$ cat config.mk
export PLATFORM = sky130hd
export DESIGN_NAME = id_ex_pipe_reg
export DESIGN_NICKNAME = d
export VERILOG_FILES = /design/src/rtl/id_ex_pipe_reg.sv
export SDC_FILE = /design/constraint.sdc
export NUM_CORES = 1
export LEC_CHECK = 0
export CAP_MARGIN = 20
export CORE_UTILIZATION = 30
export DETAILED_ROUTE_END_ITERATION = 7
export PLACE_DENSITY_LB_ADDON = 0.08
export SETUP_SLACK_MARGIN = 0.5
export SLEW_MARGIN = 20
export SYNTH_ARGS = -nofsm -noshare
export SYNTH_HDL_FRONTEND = slang
export SYNTH_SLANG_ARGS = --single-unit
$ cat constraint.sdc
create_clock -name Clk -period 1.15 [get_ports Clk]
set_clock_uncertainty 0.2 [all_clocks]
set_input_delay 0.115 -clock Clk [delete_from_list [all_inputs] [get_ports Clk]]
set_output_delay 0.115 -clock Clk [all_outputs]
set_load 0.01 [all_outputs]
$ cat src/rtl/id_ex_pipe_reg.sv
// ID->EX pipeline register with hold, bubble insertion and a per-slot valid bit.
// Optional saturating stall/bubble occupancy counters are enabled by the macro PIPE_PERF_EN.
module id_ex_pipe_reg #(
  parameter int unsigned          DATA_W   = 32,
  parameter int unsigned          PC_W     = 32,
  parameter int unsigned          EXC_W    = 5,
  parameter logic [PC_W-1:0]      RESET_PC = 32'h00003000,
  parameter int unsigned          CNT_W    = 16
) (
  input  logic              Clk,
  input  logic              Reset,
  input  logic              Stall,
  input  logic              Flush,
  input  logic              Valid_ID,
  input  logic [DATA_W-1:0] MFRSD,
  input  logic [DATA_W-1:0] MFRTD,
  input  logic [DATA_W-1:0] EXT,
  input  logic [PC_W-1:0]   Pc_ID,
  input  logic [31:0]       Instr_ID,
  input  logic [EXC_W-1:0]  exccode_ID,
  input  logic              delay_ID,
  output logic [DATA_W-1:0] RS_EX,
  output logic [DATA_W-1:0] RT_EX,
  output logic [DATA_W-1:0] EXT_EX,
  output logic [PC_W-1:0]   Pc_EX,
  output logic [31:0]       Instr_EX,
  output logic [EXC_W-1:0]  exccode_EX,
  output logic              delay_EX,
  output logic              Valid_EX,
  output logic [CNT_W-1:0]  stall_cnt,
  output logic [CNT_W-1:0]  bubble_cnt
);

  // A flushed slot keeps the ID PC so the exception logic can still form EPC.
  always_ff @(posedge Clk) begin
    if (Reset) begin
      RS_EX      <= '0;
      RT_EX      <= '0;
      EXT_EX     <= '0;
      Pc_EX      <= RESET_PC;
      Instr_EX   <= '0;
      exccode_EX <= '0;
      delay_EX   <= 1'b0;
      Valid_EX   <= 1'b0;
    end else if (Flush) begin
      RS_EX      <= '0;
      RT_EX      <= '0;
      EXT_EX     <= '0;
      Pc_EX      <= Pc_ID;
      Instr_EX   <= '0;
      exccode_EX <= '0;
      delay_EX   <= 1'b0;
      Valid_EX   <= 1'b0;
    end else if (!Stall) begin
      RS_EX      <= MFRSD;
      RT_EX      <= MFRTD;
      EXT_EX     <= EXT;
      Pc_EX      <= Pc_ID;
      Instr_EX   <= Instr_ID;
      exccode_EX <= exccode_ID;
      delay_EX   <= delay_ID;
      Valid_EX   <= Valid_ID;
    end
  end

`ifdef PIPE_PERF_EN
  logic [CNT_W-1:0] stall_q;
  logic [CNT_W-1:0] bubble_q;

  always_ff @(posedge Clk) begin
    if (Reset) begin
      stall_q  <= '0;
      bubble_q <= '0;
    end else begin
      if (Flush && (bubble_q != '1))
        bubble_q <= bubble_q + CNT_W'(1);
      if (Stall && !Flush && (stall_q != '1))
        stall_q <= stall_q + CNT_W'(1);
    end
  end

  assign stall_cnt  = stall_q;
  assign bubble_cnt = bubble_q;
`else
  assign stall_cnt  = '0;
  assign bubble_cnt = '0;
`endif

endmodule

==> out/results.ini, run 1 <==
[status]
status=finished, violations left
violations=hold timing, setup timing

[critical_path]
slowest_delay_ns=0.36
crit_buf_inv=1
arrival_ns=0.88
criticalPathCategory=reg2out
start_kind=register
r2r_slack_ns=0.13
reg2reg_depth=4
path_cells=buf_6
r2r_start=Instr_EX[29]
endpoint_kind=primary output
rr_endpoint=Instr_EX[29]
critical_path.endpoint=RS_EX[14]
cp_top_family=flip-flops
crit_start=RS_EX[14]
slowest_stage=dfxtp_2
crit_required_ns=0.83
worst-path-stages=1
crit_fanout=2

[clocking]
cts_buffer_depth=2
cts.sinks=167
cts_max_level=4
cts.root.buffer_cell=clkbuf_16
clkTransAtPathRegs_ns=0.07
cts_tree=done
cts-buffers-inserted=17
clk_latency_ns=0.41

[global_route]
grt_pass1_vias=5302
grt_use_total_pct=17.0
overflow=0
grt_max_degree=39
antenna_found_initial=0
grt_pass1_wl_um=29200

[floorplan]
ios=370
start_util_pct=30.5
rows=54
core_region_area_sq_um=21800
die_width_um=151
die_y_um=151
die-area_sq_um=22700

[timing]
whs_ns=-0.0198
slew_viol_final=0
hold_viol=19
rsz0062_at_grt=yes
fin_setup_tns_ns=-3.88
finalCritPeriodShare_pct=104
layout_setup_ws_ns=-0.0444
timing.final.crit_period_ns=1.19
setup_viol=167
clock.fmax_mhz=837

[power]
peakVddDrop_v=0.00101
finalPower_mw=14.1
leakage_nw=5.05
power_density_nw_per_um2=1230

[hold_path]
hold_path_class=in2reg

[detailed_routing]
ant_nets=0
firstDrtPassIters=6
wl_per_cell_um=15.6
drt_iter0_drc=141
drc=0
wirelength_um=19800
vias=5405
vias_per_cell=4.27

[place]
place_inst=1211
place.gp.congestion=0.744
place_ws_ns=-0.415
io_buffers=337
placed_area_sq_um=10200
place.detailed.hpwl_um=13800

[synthesis]
synthCells=614
postSynthAreaPerCell_sq_um=10.8
yosysSeqAreaShare_pct=50.4
synth_seq_cells=167
ys_types=16
yosys_warnings=0
netlist_area_sq_um=6640

[layout]
finalNonFillerCells=1267
antenna_cells=0
utilization_pct=52.7
most-common-layout-cells=185 x buf_6, 167 x dfxtp_2, 167 x clkdlybuf4s50_1
layout-drive-gt1-share_pct=43.7
nNetsFinal=1145
syn_to_final_growth_pct=72.9
layout_commonest_cell=buf_6
fin_area_sq_um=11500
fillCellCount=2039

[flow_run]
drv_cap=0

==> synth_stat cells (all sizes together) <==
master	n	area, sq um
and2b	1	7.51
buf	64	653
clkbuf	14	52.6
conb	1	3.75
dfxtp	167	3340
mux2i	137	1370
nand2b	30	188
nand4bb	30	338
nor2	139	522
o21ai	30	150
or2	1	6.26
==> layer usage <==
| metal | vias to the layer above | GRT usage (%) | part of all wire, % |
|---|---|---|---|
| met5 | - | 0 | 0 |
| met1 | 2467 | 19.6 | 41 |
| met2 | 211 | 28.8 | 48 |
| met3 | 7 | 7.24 | 9.8 |
| li1 | 2720 | - | - |
| met4 | 0 | 4.30 | 0.68 |
==> timing repair <==
item	CTS	global route
resized for setup	985	17
pin swaps	58	26
endpoints found under the hold margin	35	5
gates cloned	5	0
setup buffers	7	12
setup endpoints to repair	334	334
==> power by group <==
group          switching [mW]  internal, mW
Clock                    2.53          3.05
Sequential              0.161          6.06
Combinational           0.834          1.43
Total                    3.53          10.5
==> logic make-up (layout without fill, tap and decap cells) <==
kind of cell           count (synthesis)  count (layout)  synth area share, %
AO/OA/AOI/OAI                         30              30                 2.26
flip-flops                           167             167                 50.4
other                                  1              32               0.0565
multiplexers                         137             137                 20.7
buffers and inverters                 78             419                 10.6
AND/OR/NAND/NOR                      201             202                 16.0
==> flip-flops by register name, summed over array words and instances, names as in the netlist <==
| register | count |
|---|---|
| EXT_EX | 32 |
| Instr_EX | 32 |
| Pc_EX | 32 |
| RS_EX | 32 |
| RT_EX | 32 |
| Valid_EX | 1 |
| delay_EX | 1 |
| exccode_EX | 5 |
==> how the worst min path moves through the flow <==
stage | from | end | depth (start not counted)
after global routing | Flush | Pc_EX[3] | 4
after global placement | RS_EX[29] | RS_EX[29] | 2
after CTS | Flush | Pc_EX[31] | 4
after detailed placement | EXT_EX[0] | EXT_EX[0] | 2
after floorplan | Pc_ID[25] | Pc_EX[25] | 2
final | Flush | RS_EX[26] | 4
==> cell type report <==
class / count / area (sq um) / share of cell area (%)
timing repair buffer: 387 / 4220 / 36.8
sequential: 167 / 3550 / 31.0
multi-input combinational: 401 / 2780 / 24.2
clock buffer: 19 / 433 / 3.77
tap: 280 / 350 / 3.05
clock inverter: 13 / 135 / 1.18
Power figures use the tool's default switching activity.
==> run 2: changes to the inputs <==
CTS_CLUSTER_DIAMETER = 60   (was not set)
RECOVER_POWER = 100   (was not set)
TNS_END_PERCENT = 5   (was not set)
==> run 2 against run 1 <==
  * The run still ends with hold timing, setup timing left
  * Sequential share of layout area is 0.82 points higher
  * Core utilization is 2.0 points lower
  * Wire length is 0.63% lower
  * Count of clock-buffer cells in the layout is 1 lower
  * Via count is 0.39% higher
  * Largest cell class unchanged
  * Largest power group unchanged
==> out/results.ini, run 2 (synthesis results as in run 1) <==
[place]
io_buffers=337  ; unchanged
place.detailed.hpwl_um=14600  ; +5.5%
place.gp.congestion=0.753  ; +1.2%
placed_area_sq_um=10100  ; -1.4%

[timing]
rsz0062_at_grt=yes
clock.fmax_mhz=836  ; -0.12%
timing.final.crit_period_ns=1.20  ; +0.00143 ns
finalCritPeriodShare_pct=104  ; +0.12 points
hold_viol=1  ; -18
fin_setup_tns_ns=-3.92  ; -0.0384 ns
layout_setup_ws_ns=-0.0459  ; -0.00143 ns
slew_viol_final=0  ; unchanged
setup_viol=167  ; unchanged
whs_ns=-0.0457  ; -0.0259 ns

[flow_run]
drv_cap=0  ; unchanged

[critical_path]
crit_required_ns=0.83  ; about the same
crit_fanout=2  ; unchanged
crit_start=RT_EX[0]
crit_buf_inv=1  ; unchanged
criticalPathCategory=reg2out
arrival_ns=0.88  ; about the same
reg2reg_depth=4  ; unchanged
slowest_stage=dfxtp_1
slowest_delay_ns=0.35  ; about the same
start_kind=register
path_cells=buf_6
endpoint_kind=primary output
r2r_start=RT_EX[14]
worst-path-stages=1  ; unchanged
cp_top_family=flip-flops

[floorplan]
die_width_um=151  ; unchanged
rows=54  ; unchanged
die_y_um=151  ; unchanged
core_region_area_sq_um=21800  ; unchanged
die-area_sq_um=22700  ; unchanged
ios=370  ; unchanged
start_util_pct=30.5  ; unchanged

[layout]
fin_area_sq_um=11000  ; -3.8%
layout_commonest_cell=buf_6
layout-drive-gt1-share_pct=37.5  ; -6.1 points
nNetsFinal=1122  ; -2.0%
utilization_pct=50.8  ; -2.0 points
antenna_cells=0  ; unchanged
most-common-layout-cells=169 x buf_6, 167 x clkdlybuf4s50_1, 139 x nor2_1
syn_to_final_growth_pct=66.4

[global_route]
grt_max_degree=54  ; +38%
antenna_found_initial=0  ; unchanged
grt_use_total_pct=16.6  ; -0.40 points
grt_pass1_wl_um=28900  ; -1.1%
grt_pass1_vias=5479  ; +3.3%
overflow=0  ; unchanged

[clocking]
cts-buffers-inserted=17  ; unchanged
cts_tree=done
cts_buffer_depth=2  ; unchanged
clk_latency_ns=0.41  ; about the same
clkTransAtPathRegs_ns=0.07  ; about the same
cts.root.buffer_cell=clkbuf_16
cts.sinks=167  ; unchanged
cts_max_level=4  ; unchanged

[power]
leakage_nw=4.85  ; -4.0%
peakVddDrop_v=0.000913  ; -10%
power_density_nw_per_um2=1250  ; +2.3%
finalPower_mw=13.9  ; -1.5%

[detailed_routing]
vias_per_cell=4.37  ; +2.4%
wirelength_um=19600  ; -0.63%
drt_iter0_drc=142  ; +0.71%
drc=0  ; unchanged
vias=5426  ; +0.39%
firstDrtPassIters=4  ; -2
ant_nets=0  ; unchanged
wl_per_cell_um=15.8  ; +1.4%

[hold_path]
hold_path_class=in2reg
hold_depth=3  ; -1
min_from=Stall

[status]
violations=hold timing, setup timing
status=finished, violations left

[run 2: path summary, 6_finish.rpt]
kind | endpoint | slack (ns)
setup / recovery | RT_EX[0] | -0.05
hold / removal | RS_EX[30] | -0.05
setup reg to reg | RT_EX[14] | 0.10
hold reg to reg | Pc_EX[7] | 0.30
[run 2: cell type report]
type | count | area (sq um)
Sequential cell | 167 | 3510
Multi-Input combinational cell | 400 | 2710
Tap cell | 280 | 350
Timing Repair Buffer | 365 | 3920
Fill cell | 1986 | 10700
Clock inverter | 12 | 120
Clock buffer | 18 | 439
[run 2: power by group]
part / switching [mW] / internal [mW] / leakage [nW]
clock network: 2.45 / 3.06 / 0.264
registers: 0.167 / 6.05 / 1.42
logic: 0.799 / 1.32 / 3.17
[run 2: repair_timing]
action,CTS,global route
setup endpoints to repair,334,334
setup buffers,1,3
gates resized for setup,1017,8
pin swaps,0,124
cloned,0,0
endpoints found under the hold margin,1,1
[run 2: metal layers]
| layer | GRT usage (%) | wire length (um) | vias up |
|---|---|---|---|
| li1 | - | - | 2660 |
| met1 | 18.3 | 7710 | 2529 |
| met2 | 29.4 | 9780 | 216 |
| met3 | 5.85 | 1870 | 21 |
| met4 | 5.85 | 282 | 0 |
| met5 | 0 | 0 | - |
[run 2: stage by stage]
step                worst slack [ns]  instances
floorplan                      0.103        645
global placement              -0.397       1208
detailed placement            -0.445       1208
CTS                          -0.0677       1239
global route                 -0.0798       1242
finish                       -0.0459       1242
